### src/rtl/mic1_pkg.sv
// Shared MIC-1 control-store constants and the microcode loader state encoding.
package mic1_pkg;
    localparam int CS_ADDR_W         = 9;
    localparam int CS_DATA_W         = 36;
    localparam int CS_DEPTH          = 1 << CS_ADDR_W;
    localparam int CS_BYTES_PER_WORD = (CS_DATA_W + 7) / 8;

    typedef enum logic [2:0] {
        ST_IDLE,
        ST_RECV,
        ST_WRITE,
        ST_CHECK,
        ST_DONE
    } loader_state_t;
endpackage

### src/rtl/mic1_word_packer.sv
// Assembles a little-endian microinstruction from a byte stream, one register per byte lane.
module mic1_word_packer
    import mic1_pkg::*;
#(
    parameter int DATA_W = CS_DATA_W,
    parameter int BYTES  = CS_BYTES_PER_WORD
) (
    input  logic              clk,
    input  logic              rst_n,
    input  logic              clr,
    input  logic              load,
    input  logic [7:0]        data,
    output logic [DATA_W-1:0] word,
    output logic              last
);
    localparam int IDX_W = (BYTES > 1) ? $clog2(BYTES) : 1;

    logic [IDX_W-1:0] idx_q;

    assign last = (idx_q == IDX_W'(BYTES - 1));

    always_ff @(posedge clk) begin
        if (!rst_n || clr)
            idx_q <= '0;
        else if (load)
            idx_q <= last ? '0 : idx_q + IDX_W'(1);
    end

    // The top lane is only as wide as the bits left over; its surplus input bits are dropped.
    for (genvar i = 0; i < BYTES; i++) begin : g_lane
        localparam int LW = (DATA_W - 8 * i >= 8) ? 8 : DATA_W - 8 * i;
        logic [LW-1:0] q;

        always_ff @(posedge clk) begin
            if (!rst_n || clr)
                q <= '0;
            else if (load && idx_q == IDX_W'(i))
                q <= data[LW-1:0];
        end

        assign word[8*i +: LW] = q;
    end
endmodule

### src/rtl/microcode_loader.sv
// Streams bytes into the MIC-1 control store write port, holding the CPU while loading.
// Optional trailing checksum byte enabled by `MICROCODE_LOADER_CHECKSUM_EN.
module microcode_loader
    import mic1_pkg::*;
#(
    parameter int ADDR_W         = CS_ADDR_W,
    parameter int DATA_W         = CS_DATA_W,
    parameter int BYTES_PER_WORD = (DATA_W + 7) / 8
) (
    input  logic              clk,
    input  logic              rst_n,
    input  logic              start,
    input  logic [ADDR_W:0]   word_count,
    input  logic              s_valid,
    input  logic [7:0]        s_data,
    output logic              s_ready,
    output logic              cs_wen,
    output logic [ADDR_W-1:0] cs_waddr,
    output logic [DATA_W-1:0] cs_wdata,
    output logic              busy,
    output logic              cpu_hold,
    output logic              done,
    output logic              error
);
    localparam int              CNT_W   = ADDR_W + 1;
    localparam logic [CNT_W-1:0] MAX_CNT = {1'b1, {ADDR_W{1'b0}}};

    loader_state_t     state_q, state_d;
    logic [CNT_W-1:0]  cnt_q;
    logic [CNT_W-1:0]  cnt_in;
    logic [ADDR_W-1:0] addr_q;
    logic              start_ok;
    logic              pk_load;
    logic              pk_last;
    logic              last_addr;

    // Clamping the count is what keeps addr from ever wrapping.
    assign cnt_in    = (word_count > MAX_CNT) ? MAX_CNT : word_count;
    assign start_ok  = (state_q == ST_IDLE) && start;
    assign pk_load   = (state_q == ST_RECV) && s_valid;
    assign last_addr = ({1'b0, addr_q} == cnt_q - CNT_W'(1));

    mic1_word_packer #(
        .DATA_W (DATA_W),
        .BYTES  (BYTES_PER_WORD)
    ) u_packer (
        .clk   (clk),
        .rst_n (rst_n),
        .clr   (start_ok),
        .load  (pk_load),
        .data  (s_data),
        .word  (cs_wdata),
        .last  (pk_last)
    );

    always_ff @(posedge clk) begin
        if (!rst_n)
            state_q <= ST_IDLE;
        else
            state_q <= state_d;
    end

    always_comb begin
        state_d = state_q;
        s_ready = 1'b0;
        cs_wen  = 1'b0;
        busy    = 1'b1;
        done    = 1'b0;
        unique case (state_q)
            ST_IDLE: begin
                busy = 1'b0;
                if (start)
                    state_d = (cnt_in == '0) ? ST_DONE : ST_RECV;
            end
            ST_RECV: begin
                s_ready = 1'b1;
                if (s_valid && pk_last)
                    state_d = ST_WRITE;
            end
            ST_WRITE: begin
                cs_wen = 1'b1;
`ifdef MICROCODE_LOADER_CHECKSUM_EN
                state_d = last_addr ? ST_CHECK : ST_RECV;
`else
                state_d = last_addr ? ST_DONE : ST_RECV;
`endif
            end
`ifdef MICROCODE_LOADER_CHECKSUM_EN
            ST_CHECK: begin
                s_ready = 1'b1;
                if (s_valid)
                    state_d = ST_DONE;
            end
`endif
            ST_DONE: begin
                done    = 1'b1;
                state_d = ST_IDLE;
            end
            default: state_d = ST_IDLE;
        endcase
    end

    assign cpu_hold = busy;
    assign cs_waddr = addr_q;

    always_ff @(posedge clk) begin
        if (!rst_n) begin
            cnt_q  <= '0;
            addr_q <= '0;
        end else if (start_ok) begin
            cnt_q  <= cnt_in;
            addr_q <= '0;
        end else if (state_q == ST_WRITE && !last_addr) begin
            addr_q <= addr_q + ADDR_W'(1);
        end
    end

`ifdef MICROCODE_LOADER_CHECKSUM_EN
    logic [7:0] sum_q;
    logic       error_q;

    // Sum covers every received data byte in full, including bits dropped from the top lane.
    always_ff @(posedge clk) begin
        if (!rst_n) begin
            sum_q   <= '0;
            error_q <= 1'b0;
        end else if (start_ok) begin
            sum_q   <= '0;
            error_q <= 1'b0;
        end else if (pk_load) begin
            sum_q <= sum_q + s_data;
        end else if (state_q == ST_CHECK && s_valid) begin
            error_q <= (s_data != sum_q);
        end
    end

    assign error = error_q;
`else
    assign error = 1'b0;
`endif
endmodule

### config.mk
export PLATFORM = sky130hd
export DESIGN_NAME = microcode_loader
export DESIGN_NICKNAME = d
export VERILOG_FILES = /design/src/rtl/mic1_pkg.sv /design/src/rtl/mic1_word_packer.sv /design/src/rtl/microcode_loader.sv
export SDC_FILE = /design/constraint.sdc
export NUM_CORES = 1
export LEC_CHECK = 0
export CAP_MARGIN = 20
export CORE_MARGIN = 2
export CORE_UTILIZATION = 50
export CTS_CLUSTER_DIAMETER = 200
export DETAILED_ROUTE_END_ITERATION = 8
export PLACE_DENSITY = 0.8
export SETUP_SLACK_MARGIN = 0.2
export SYNTH_ARGS = -nofsm -noshare
export SYNTH_HDL_FRONTEND = slang
export SYNTH_SLANG_ARGS = --single-unit
### constraint.sdc
create_clock -name clk -period 4 [get_ports clk]
set_input_delay 0.6 -clock clk [delete_from_list [all_inputs] [get_ports clk]]
set_output_delay 0.6 -clock clk [all_outputs]
set_load 0.01 [all_outputs]
---- Yosys cells after proc, flatten, opt, wreduce, memory -nomap -nowiden ----
Cells that the tools add are included.
storage, ports and cells
  register bits after elaboration ......... 61
  bits in latches ......................... 0
  memory bits (writable) .................. 0
  ROM bits ................................ 0
  output and inout bits ................... 51
  logic and storage cells ................. 52
  memories kept ........................... 0
cells by class
  add/subtract/negate cells ............... 3
  $mul .................................... 0
  divide/modulo/power cells ............... 0
  order comparisons ....................... 1
  equal/unequal tests ..................... 10
  shifts and indexed selects .............. 0
  muxes and demuxes ....................... 11
  bitwise operators ....................... 1
  reductions and logical operators ........ 17
operators by type and width
  operator                                                count
  two-way mux 3 bit                                       5
  equality test 9 x 10 -> 1 bit                           1
  greater-than comparator 10 bit (second input constant)  1
  zero test 10 bit                                        1
  two-way mux 10 bit                                      1
  subtractor 10 x 1 -> 10 bit (second input constant)     1
  adder 9 x 1 -> 9 bit (second input constant)            1
  equality test 3 x 2 -> 1 bit (second input constant)    3
  logical AND 1 bit                                       9
  one-hot mux 3 bit (3 select lines)                      1
  equality test 3 x 1 -> 1 bit (second input constant)    2
  equality test 3 bit (second input constant)             2
  zero test 3 bit                                         2
  two-way mux 1 bit                                       4
  adder 3 x 1 -> 3 bit (second input constant)            1
  zero test 1 bit                                         2
  != test 2 x 1 -> 1 bit (second input constant)          1
  != test 2 bit (second input constant)                   1
  AND reduction 2 bit                                     1
  OR reduction 2 bit                                      1
  logical OR 1 bit                                        1
  inverter 1 bit                                          1

---- Logic depth before layout (Yosys ltp) ----
Gate-level depths: netlist of run 1.
  depth after elaboration ................. 6
  gate-level depth with buffers ........... 10
  depth with buffers taken out ............ 9

---- By module ----
Synthesis of run 1 repeated with hierarchy kept, for this count alone.
second synthesis, totals
  cell total of the unflattened synthesis .. 351
  area total of the unflattened synthesis .. 2954.1 um^2
by module, submodules not included
  module            times used  cells each  area each (um^2)  sequential area each (um^2)
  mic1_word_packer  1           180         1547.7            780.7
  microcode_loader  1           171         1406.3            440.4

---- Least setup slack after synthesis of run 1 ----
OpenSTA, ideal clock, no wires.
  kind .................................... reg-to-reg
  from .................................... register cnt_q[0]
  to ...................................... register addr_q[0], in the netlist cs_waddr[0]
  library setup time ...................... 0.128 ns
  data arrival time ....................... 2.349 ns
  required time ........................... 3.872 ns
  setup slack ............................. 1.523 ns
  cell stages (with the launch flop) ...... 11
  clock period less this slack ............ 2.477 ns
  cell sequence ........................... dfxtp_1 > inv_1 > ha_1 > or3b_2 > or4_1 > nand3_1 > nand4_1 > o31ai_4 > buf_6 > xor2_1 > nor2_1
between the ends
  longest elaborated chain between the ends .. 4
RTL lines
  what                           RTL line                 source
  from (decl)                    microcode_loader.sv:29   logic [CNT_W-1:0] cnt_q;
  from (signal assigned)         microcode_loader.sv:111  cnt_q <= cnt_in;
  subtractor 10 x 1 -> 10 bit    microcode_loader.sv:41   assign last_addr = ({1'b0, addr_q} == cnt_q - CNT_W'(1));
  equality test 9 x 10 -> 1 bit  microcode_loader.sv:41
  zero test 1 bit                microcode_loader.sv:113  end else if (state_q == ST_WRITE && !last_addr) begin
  logical AND 1 bit              microcode_loader.sv:113
  to (signal assigned)           microcode_loader.sv:114  addr_q <= addr_q + ADDR_W'(1);
  to (decl)                      microcode_loader.sv:31   logic [ADDR_W-1:0] addr_q;
No other way between the ends.
A chain may end at the register's enable or synchronous reset.

---- Worst setup path in the final report of run 1 ----
  from .................................... register cnt_q[0]
  to ...................................... register addr_q[3], in the netlist cs_waddr[3]
The elaborated chain is that of the path after synthesis.

==> results of run 1 <==
==> layer usage <==
metal,vias up,part of all wire
li1,1302,-
met1,1185,0.45
met2,75,0.48
met3,8,0.062
met4,0,0.011
met5,-,0
==> stage by stage <==
step                      area, µm²  hold slack (ns)  utilization  worst slack (ns)  power (mW)
after floorplan                2730            0.460            -              1.52       0.715
after global placement         3450            0.443        0.664              1.17       0.767
after detailed placement       3450            0.446        0.664              1.13       0.768
after CTS                      3610            0.454        0.694              1.20        1.21
after global routing           3610            0.475        0.694             0.984        1.26
final                          3610            0.453        0.694              1.16        1.21
==> power groups by stage <==
stage | combinational, mW | sequential [mW] | clock, mW
2_1_floorplan | 0.0785 | 0.637 | 0
3_3_place_gp | 0.128 | 0.639 | 0
3_5_place_dp | 0.129 | 0.639 | 0
4_1_cts | 0.130 | 0.626 | 0.459
5_1_grt | 0.143 | 0.627 | 0.491
6_report | 0.130 | 0.626 | 0.454
==> layout make-up <==
cell class	count	share of cell area
Multi-Input combinational cell	243	0.382
Sequential cell	61	0.338
Timing Repair Buffer	73	0.201
Clock buffer	13	0.0412
Tap cell	70	0.0242
Inverter	11	0.0114
Clock inverter	2	0.00277
==> synth_stat cells, types with 2 or more instances <==
master    instances
a22o_1            5
and2_1            5
nand2b_1          2
xor2_1            3
a21boi_0          3
o21ai_0           9
nor3_1            7
nand3_1          39
nor2b_1           3
buf_4             2
or3_1             8
nand4_1           4
dfxtp_1          61
o21ai_1           8
clkbuf_1         11
a21oi_2           2
or4_1             2
buf_1             5
nand2_1          52
nor4_1            4
nor2_1           11
nor3b_1           2
a21oi_1          40
mux2i_1           5
ha_1              7
inv_1            11
xnor2_1           7
o31ai_1           3
==> critical path, stage by stage, from the launching register on <==
cell     delay (ns)
dfxtp_1        0.34
inv_1          0.08
ha_1           0.17
or3b_2         0.50
or4_1          0.48
nand3_1        0.09
nand4_1        0.16
o31ai_4        0.59
o21ai_0        0.20
a21oi_1        0.15
==> sequential cells by signal (all words and copies together), names as in the netlist <==
| name | count |
|---|---|
| u_packer.idx_q | 3 |
| u_packer.g_lane.q | 36 |
| state_q | 3 |
| cs_waddr | 9 |
| cnt_q | 10 |
==> how the worst min path moves through the flow <==
stage,from,end,slack [ns],cells after the start
finish,u_packer.g_lane[1].q[5]$_SDFFE_PP0P_,u_packer.g_lane[1].q[5]$_SDFFE_PP0P_,0.45,2
global route,u_packer.g_lane[1].q[7]$_SDFFE_PP0P_,u_packer.g_lane[1].q[7]$_SDFFE_PP0P_,0.48,2
CTS,u_packer.g_lane[1].q[5]$_SDFFE_PP0P_,u_packer.g_lane[1].q[5]$_SDFFE_PP0P_,0.45,2
detailed placement,u_packer.g_lane[1].q[5]$_SDFFE_PP0P_,u_packer.g_lane[1].q[5]$_SDFFE_PP0P_,0.45,2
global placement,u_packer.g_lane[2].q[3]$_SDFFE_PP0P_,u_packer.g_lane[2].q[3]$_SDFFE_PP0P_,0.44,2
floorplan,state_q[2]$_SDFFE_PN0P_,state_q[2]$_SDFFE_PN0P_,0.46,1
==> cell families (layout without fill, tap and decap cells) <==
family                     after synthesis  after routing  synth area share
buffers and inverters                   31             99            0.0485
DFF                                     61             61             0.447
muxes                                    5              5            0.0183
other                                    1              1           0.00137
AOI/OAI and AO/OA                       74             74             0.159
xor gates and xnor gates                10             10            0.0321
adders and majority gates                7              7            0.0320
and+or+nand+nor                        146            146             0.261
==> impl_metrics.toml, run 1 <==
[status]
status = "finished clean"

[timing]
max_slew.worst_pin.slew_ns = 0.730
skew_ns = 0.0102
final-max-slew-violation-count = 0
period_needed_ns = 2.84
hold_viol = 0
period_share = 0.711
rsz0062_at_grt = "no"
finalSetupTns_ns = 0
slew_headroom = 0.512
max_freq_mhz = 352
setup_viol = 0

[hold_path]
hp-class = "flip-flop to flip-flop"

[synthesis]
seq_area_frac_synth = 0.447
synthCells = 335
synth.area.top_cells = "dfxtp_1 45%, a21oi_1 7.3%, nand3_1 7.1%"
ys_async_sr_fraction = 0
yosys_most_used_dff = "dfxtp_1"
synth_cell_type_count = 42
synth_edf_count = 0
syn_area_mm2 = 0.00273
ys_seq_elements = 61
synth_warnings = 0
yosys.area.top_type_share = 0.447
syn_nets = 364
syn_area_per_cell_um2 = 8.16
yosys.area.top_type = "dfxtp_1"

[worst_setup_path]
critical_path.endpoint_type = "flip-flop"
reg2reg_from = "cnt_q[0]$_SDFFE_PN0P_"
worstPathRequired_ns = 4.25
r2r-end = "cs_waddr[3]$_SDFFE_PP0P_"
cp-startpoint = "cnt_q[0]$_SDFFE_PN0P_"
start_kind = "flip-flop"
worstSetupEndpoint = "cs_waddr[3]$_SDFFE_PP0P_"
reg2reg_slack_ns = 1.16
crit_fanout = 18
reg2regPathDepth = 9
worst_ep_arrival_time_ns = 3.10
path_class = "flip-flop to flip-flop"

[clock_network]
cts_max_level = 3
root_buffer = "clkbuf_8"
clock_path_buffers = 2
clk_pin_slew_ns = 0.07
cts.sinks = 61
post_cts_buffers = 0
clock_latency_ns = 0.32
numCtsBuffers = 9
cts_tree = "built"
post_cts_resized = 0
cts_hold_buffers = 0

[grt]
grt_usage = 0.240
grt_pass1_wl_um = 11400
grt_overflow = 0
use_met3 = 0.0605
grt_max_degree = 36
antenna_found_initial = 0
grt_pass1_vias = 2374
grtUsageMet2 = 0.383
grt-busiest-layer = "met2"
met1_usage = 0.315

[floorplan]
initial_core_util = 0.525
rows = 26
dieArea_mm2 = 0.00607
die_w_um = 77.9
ios = 73
core_area_mm2 = 0.00520
die_h_um = 77.9

[placed_design]
placed_cells = 458
dp_hpwl_um = 4950
io_buffers = 71
gp_congestion = 0.921

[flow_run]
maxCapViolations = 0

[power_and_ir_drop]
intPower_mw = 0.910
clkPwrFrac = 0.375
ir_worst_vdd_mv = 0.285
power_leakage_nw = 1.20
p_switching_mw = 0.300
combinationalPowerShare = 0.108
power_density_mw_per_mm2 = 335
power.share.switching = 0.248
seq_power_share = 0.517

[final_layout]
diodes = 0
num-fill-cells = 438
register_area_mm2 = 0.00122
stdcell_count = 473
syn2layout_area_growth_pct = 32.2
final_layout_size_suffix_gt1_frac = 0.0471
multi_input_area_mm2 = 0.00138
layout_common_cells = "71 x clkdlybuf4s50_1, 61 x dfxtp_1, 52 x nand2_1"
final_common_cell = "clkdlybuf4s50_1"
nNetsFinal = 428

[drt]
drc = 0
wirelength_um = 6880
dr.pass1.iters = 5
ant_nets = 0
drt-initial-drc-count = 174
vias = 2570
via_per_inst = 5.43
wire_per_inst_um = 14.5
No activity file was read; power rests on OpenSTA's default activity.
==> run 2, diff against run 1 <==
--- a/config.mk
+++ b/config.mk
@@ -7,10 +7,10 @@
 export LEC_CHECK = 0
 export CAP_MARGIN = 20
 export CORE_MARGIN = 2
-export CORE_UTILIZATION = 50
+export CORE_UTILIZATION = 43
 export CTS_CLUSTER_DIAMETER = 200
 export DETAILED_ROUTE_END_ITERATION = 8
-export PLACE_DENSITY = 0.8
+export PLACE_DENSITY = 0.73
 export SETUP_SLACK_MARGIN = 0.2
 export SYNTH_ARGS = -nofsm -noshare
 export SYNTH_HDL_FRONTEND = slang
==> constraint.sdc (replaced) <==
create_clock -name clk -period 2.3 [get_ports clk]
set_input_delay 0.345 -clock clk [delete_from_list [all_inputs] [get_ports clk]]
set_output_delay 0.345 -clock clk [all_outputs]
set_load 0.01 [all_outputs]
==> impl_metrics.toml, run 2 (synthesis results as in run 1) <==
[placed_design]
io_buffers = 71
placed_cells = 475
dp_hpwl_um = 5100
gp_congestion = 0.836
post-place-ws_ns = -0.0779
place_area_mm2 = 0.00357

[clock_network]
clock_latency_ns = 0.34
cts.sinks = 61
clock_path_buffers = 2
root_buffer = "clkbuf_8"
numCtsBuffers = 9
cts_hold_buffers = 0
cts_max_level = 3
cts_tree = "built"
clk_pin_slew_ns = 0.07

[worst_setup_path]
reg2reg_slack_ns = -0.09
crit_cells = 10
worstPathRequired_ns = 2.54
start_kind = "flip-flop"
worstSetupEndpoint = "state_q[2]$_SDFFE_PN0P_"
cp_num_buf_inv = 2
r2r-end = "state_q[2]$_SDFFE_PN0P_"
crit_slowest_cell = "or4_4"
worst_ep_arrival_time_ns = 2.64
path_class = "flip-flop to flip-flop"
cp_cell_sequence = "inv_2 > ha_4 > or3b_4 > or4_4 > nand3_2 > nand4_1 > buf_4 > nor3_2 > a21oi_1 > nor4b_2"
crit_family = "simple AND/OR/NAND/NOR gates"
cpPeakStageDelay_ns = 0.42
crit_fanout = 3
reg2reg_from = "cnt_q[1]$_SDFFE_PN0P_"
reg2regPathDepth = 10
critical_path.endpoint_type = "flip-flop"
cp-startpoint = "cnt_q[1]$_SDFFE_PN0P_"

[drt]
drc = 0
dr.pass1.iters = 5
wirelength_um = 7360
wire_per_inst_um = 14.9
via_per_inst = 5.34
ant_nets = 0
vias = 2645
drt-initial-drc-count = 150

[timing]
skew_ns = 0.00608
final-max-slew-violation-count = 0
period_share = 1.04
fin_ws_ns = -0.0932
setup_viol = 11
max_freq_mhz = 418
rsz0062_at_grt = "yes"
period_needed_ns = 2.39
hold_viol = 0

[status]
status = "complete, but fails checks"
violations = "setup timing"

[final_layout]
largest_reg_flops = 36
final_layout_size_suffix_gt1_frac = 0.127
stdcell_count = 495
nNetsFinal = 442
syn2layout_area_growth_pct = 42.4
final_area_mm2 = 0.00389
layout_common_cells = "71 x clkdlybuf4s50_1, 58 x dfxtp_1, 52 x nand2_1"
diodes = 0
top_register = "u_packer.g_lane.q"
utilization = 0.623
final_common_cell = "clkdlybuf4s50_1"

[floorplan]
core_area_mm2 = 0.00624
ios = 73
die_h_um = 83.7
dieArea_mm2 = 0.00701
die_w_um = 83.7
rows = 29
initial_core_util = 0.438

[power_and_ir_drop]
power.total_mw = 2.52
p_switching_mw = 0.602
seq_power_share = 0.432
combinationalPowerShare = 0.104
ir_worst_vdd_mv = 0.497
intPower_mw = 1.92
power.share.switching = 0.239
power_density_mw_per_mm2 = 648
power_leakage_nw = 1.32
clkPwrFrac = 0.464

[hold_path]
hp-class = "flip-flop to flip-flop"

[grt]
grt_max_degree = 26
grt_pass1_wl_um = 12100
grt_usage = 0.218
grt_overflow = 0
grt_pass1_vias = 2551
antenna_found_initial = 0

[flow_run]
maxCapViolations = 0
-- run 2: cell count changes in the layout (fill, tap and decap cells not counted), moves of 3 or more --
cell | before | now
clkinv_4 | 0 | 3
bufinv_16 | 0 | 3
dfxtp_1 | 61 | 58
clkbuf_1 | 3 | 0
buf_4 | 2 | 15
dfxtp_2 | 0 | 3
-- run 2: layout make-up --
class,instances,area [µm²]
inverters,11,41.3
repair buffers,87,843
fillers,564,2350
clock inverters,7,124
multi-input cells,243,1440
clock buffers,9,124
flip-flops and latches,61,1220
well taps,77,96.3
-- run 2: power groups by stage --
stage / Combinational [mW] / Sequential [mW] / Clock, mW
finish: 0.263 / 1.09 / 1.17
global route: 0.288 / 1.09 / 1.22
CTS: 0.259 / 1.09 / 1.19
detailed placement: 0.246 / 1.11 / 0
global placement: 0.243 / 1.11 / 0
floorplan: 0.146 / 1.11 / 0
-- run 2: worst reg2reg max path, stage by stage (launching register included) --
cell and delay (ns):
dfxtp_2 0.33, inv_2 0.08, ha_4 0.14, or3b_4 0.39, or4_4 0.42, nand3_2 0.09
nand4_1 0.18, buf_4 0.21, nor3_2 0.11, a21oi_1 0.10, nor4b_2 0.24
-- run 2: per-layer routing --
metal | up-vias | global-route usage | wire length [µm]
li1 | 1322 | - | -
met1 | 1227 | 0.261 | 3140
met2 | 84 | 0.370 | 3630
met3 | 12 | 0.0633 | 436
met4 | 0 | 0.0821 | 144
met5 | - | 0 | 0
-- run 2: through the flow --
step	hold slack, ns	TNS (ns)
floorplan	0.454	-0.00817
global placement	0.442	-0.0777
detailed placement	0.447	-0.471
CTS	0.457	-0.505
global route	0.478	-1.61
finish	0.453	-0.627
-- run 2: what timing repair did --
item / 4_1_cts / 5_1_grt
pin swaps: 4 / 3
gates cloned: 0 / 0
gates resized for setup: 2 / 8
setup buffers: 2 / 2
endpoints found under the setup margin: 11 / 17
-- run 2: worst min path at each step --
| stage | startpoint | end | cells past startpoint |
|---|---|---|---|
| 6_report | u_packer.g_lane[0].q[5]$_SDFFE_PP0P_ | u_packer.g_lane[0].q[5]$_SDFFE_PP0P_ | 2 |
| 5_1_grt | u_packer.g_lane[0].q[3]$_SDFFE_PP0P_ | u_packer.g_lane[0].q[3]$_SDFFE_PP0P_ | 2 |
| 2_1_floorplan | word_count[0] | cnt_q[0]$_SDFFE_PN0P_ | 2 |
| 3_5_place_dp | u_packer.g_lane[0].q[5]$_SDFFE_PP0P_ | u_packer.g_lane[0].q[5]$_SDFFE_PP0P_ | 2 |
| 4_1_cts | u_packer.g_lane[0].q[5]$_SDFFE_PP0P_ | u_packer.g_lane[0].q[5]$_SDFFE_PP0P_ | 2 |
| 3_3_place_gp | u_packer.g_lane[3].q[7]$_SDFFE_PP0P_ | u_packer.g_lane[3].q[7]$_SDFFE_PP0P_ | 2 |
==> run 3, diff against run 2 <==
--- a/config.mk
+++ b/config.mk
@@ -5,12 +5,13 @@
 export SDC_FILE = /design/constraint.sdc
 export NUM_CORES = 1
 export LEC_CHECK = 0
+export ABC_CLOCK_PERIOD_IN_PS = 2300
 export CAP_MARGIN = 20
 export CORE_MARGIN = 2
-export CORE_UTILIZATION = 43
+export CORE_UTILIZATION = 25
 export CTS_CLUSTER_DIAMETER = 200
 export DETAILED_ROUTE_END_ITERATION = 8
-export PLACE_DENSITY = 0.73
+export PLACE_DENSITY = 0.46
 export SETUP_SLACK_MARGIN = 0.2
 export SYNTH_ARGS = -nofsm -noshare
 export SYNTH_HDL_FRONTEND = slang
==> impl_metrics.toml, run 3 (synthesis results as in run 1) <==
[status]
status = "complete, but fails checks"
violations = "setup timing"

[power_and_ir_drop]
power.total_mw = 2.50
ir_worst_vdd_mv = 0.297
power_density_mw_per_mm2 = 636
power_leakage_nw = 1.31

[floorplan]
rows = 38
dieArea_mm2 = 0.0118
die_h_um = 109
ios = 73
initial_core_util = 0.254
die_w_um = 109
core_area_mm2 = 0.0107

[placed_design]
post-place-ws_ns = -0.0562
dp_hpwl_um = 5560
gp_congestion = 0.744
io_buffers = 71

[final_layout]
nNetsFinal = 439
final_common_cell = "clkdlybuf4s50_1"
final_layout_size_suffix_gt1_frac = 0.104
top_register = "u_packer.g_lane.q"
diodes = 0
largest_reg_flops = 36
syn2layout_area_growth_pct = 44.1
layout_common_cells = "71 x clkdlybuf4s50_1, 59 x dfxtp_1, 52 x nand2_1"
num-fill-cells = 1155

[worst_setup_path]
critical_path.endpoint_type = "flip-flop"
crit_family = "simple AND/OR/NAND/NOR gates"
cp_num_buf_inv = 2
crit_fanout = 18
cp_cell_sequence = "inv_2 > ha_4 > or3b_4 > or4_1 > nand3_1 > nand4_1 > o31ai_4 > buf_12 > xor2_1 > nor2_1"
cpPeakStageDelay_ns = 0.40
worst_ep_arrival_time_ns = 2.52
worstPathRequired_ns = 2.52
crit_cells = 10
reg2regPathDepth = 10
start_kind = "flip-flop"
crit_slowest_cell = "or4_1"
path_class = "flip-flop to flip-flop"

[drt]
vias = 2610
ant_nets = 0
drc = 0
dr.pass1.iters = 4
wirelength_um = 7710
drt-initial-drc-count = 216
wire_per_inst_um = 13.9
via_per_inst = 4.70

[timing]
period_share = 1.00
rsz0062_at_grt = "yes"
finalSetupTns_ns = -0.00461
setup_viol = 1
final-max-slew-violation-count = 0
period_needed_ns = 2.30
fin_ws_ns = -0.00461
skew_ns = 0.0106
max_freq_mhz = 434
hold_viol = 0

[hold_path]
hold_path_depth = 2
hp-class = "flip-flop to flip-flop"

[flow_run]
maxCapViolations = 0

[grt]
grt_pass1_wl_um = 12400
grt_usage = 0.136
grt_pass1_vias = 2485
antenna_found_initial = 0
grt_max_degree = 33
grt_overflow = 0

[clock_network]
cts.sinks = 61
cts_tree = "built"
root_buffer = "clkbuf_8"
clock_latency_ns = 0.33
post_cts_buffers = 0
clock_path_buffers = 2
clk_pin_slew_ns = 0.07
numCtsBuffers = 9
cts_max_level = 3
cts_hold_buffers = 0
==> run 3: routing by layer <==
metal	global-route usage	vias to the layer above	share of wire
met3	0.0277	4	0.043
met5	0	-	0
met2	0.219	50	0.48
met1	0.178	1237	0.47
met4	0.0549	0	0.0099
li1	-	1319	-
==> run 3: repair_timing <==
item,in CTS,in global routing
pin swaps,2,1
cloned,0,0
setup endpoints to repair,11,14
resized for setup,1,4
==> run 3: through the flow <==
step           cell area, µm²   util  hold slack, ns  std cells
3_3_place_gp             3690  0.343           0.444        539
2_1_floorplan            2760      -           0.454        335
5_1_grt                  3940  0.367           0.476        555
4_1_cts                  3930  0.366           0.458        555
6_report                 3940  0.367           0.454        555
3_5_place_dp             3690  0.343           0.448        539
==> run 3: worst reg2reg max path: stages, from the launching register on <==
cell and delay [ns]:
dfxtp_2 0.34, inv_2 0.07, ha_4 0.13, or3b_4 0.38, or4_1 0.40, nand3_1 0.10
nand4_1 0.15, o31ai_4 0.25, buf_12 0.18, xor2_1 0.15, nor2_1 0.05
==> run 3: area by class of cell <==
class / count / area, µm² / share of cell area
clock buffers: 10 / 128 / 0.0324
clock inverters: 6 / 111 / 0.0283
repair buffers: 84 / 846 / 0.215
inverters: 11 / 41.3 / 0.0105
multi-input cells: 243 / 1410 / 0.359
well taps: 140 / 175 / 0.0445
flip-flops and latches: 61 / 1220 / 0.311
==> run 3: report_power, final <==
part / switching (mW) / total, mW / internal (mW)
sequential: 0.0164 / 1.09 / 1.07
clock: 0.438 / 1.16 / 0.721
combinational: 0.136 / 0.258 / 0.122
total: 0.590 / 2.50 / 1.91
==> run 3: final timing paths <==
path                            slack (ns)                              endpoint                                 start
worst max register to register      -0.005              cs_waddr[0]$_SDFFE_PP0P_                 cnt_q[0]$_SDFFE_PN0P_
worst min register to register        0.45  u_packer.g_lane[0].q[2]$_SDFFE_PP0P_  u_packer.g_lane[0].q[2]$_SDFFE_PP0P_
worst min-delay path                  0.45  u_packer.g_lane[0].q[2]$_SDFFE_PP0P_  u_packer.g_lane[0].q[2]$_SDFFE_PP0P_
worst max-delay path                -0.005              cs_waddr[0]$_SDFFE_PP0P_                 cnt_q[0]$_SDFFE_PN0P_
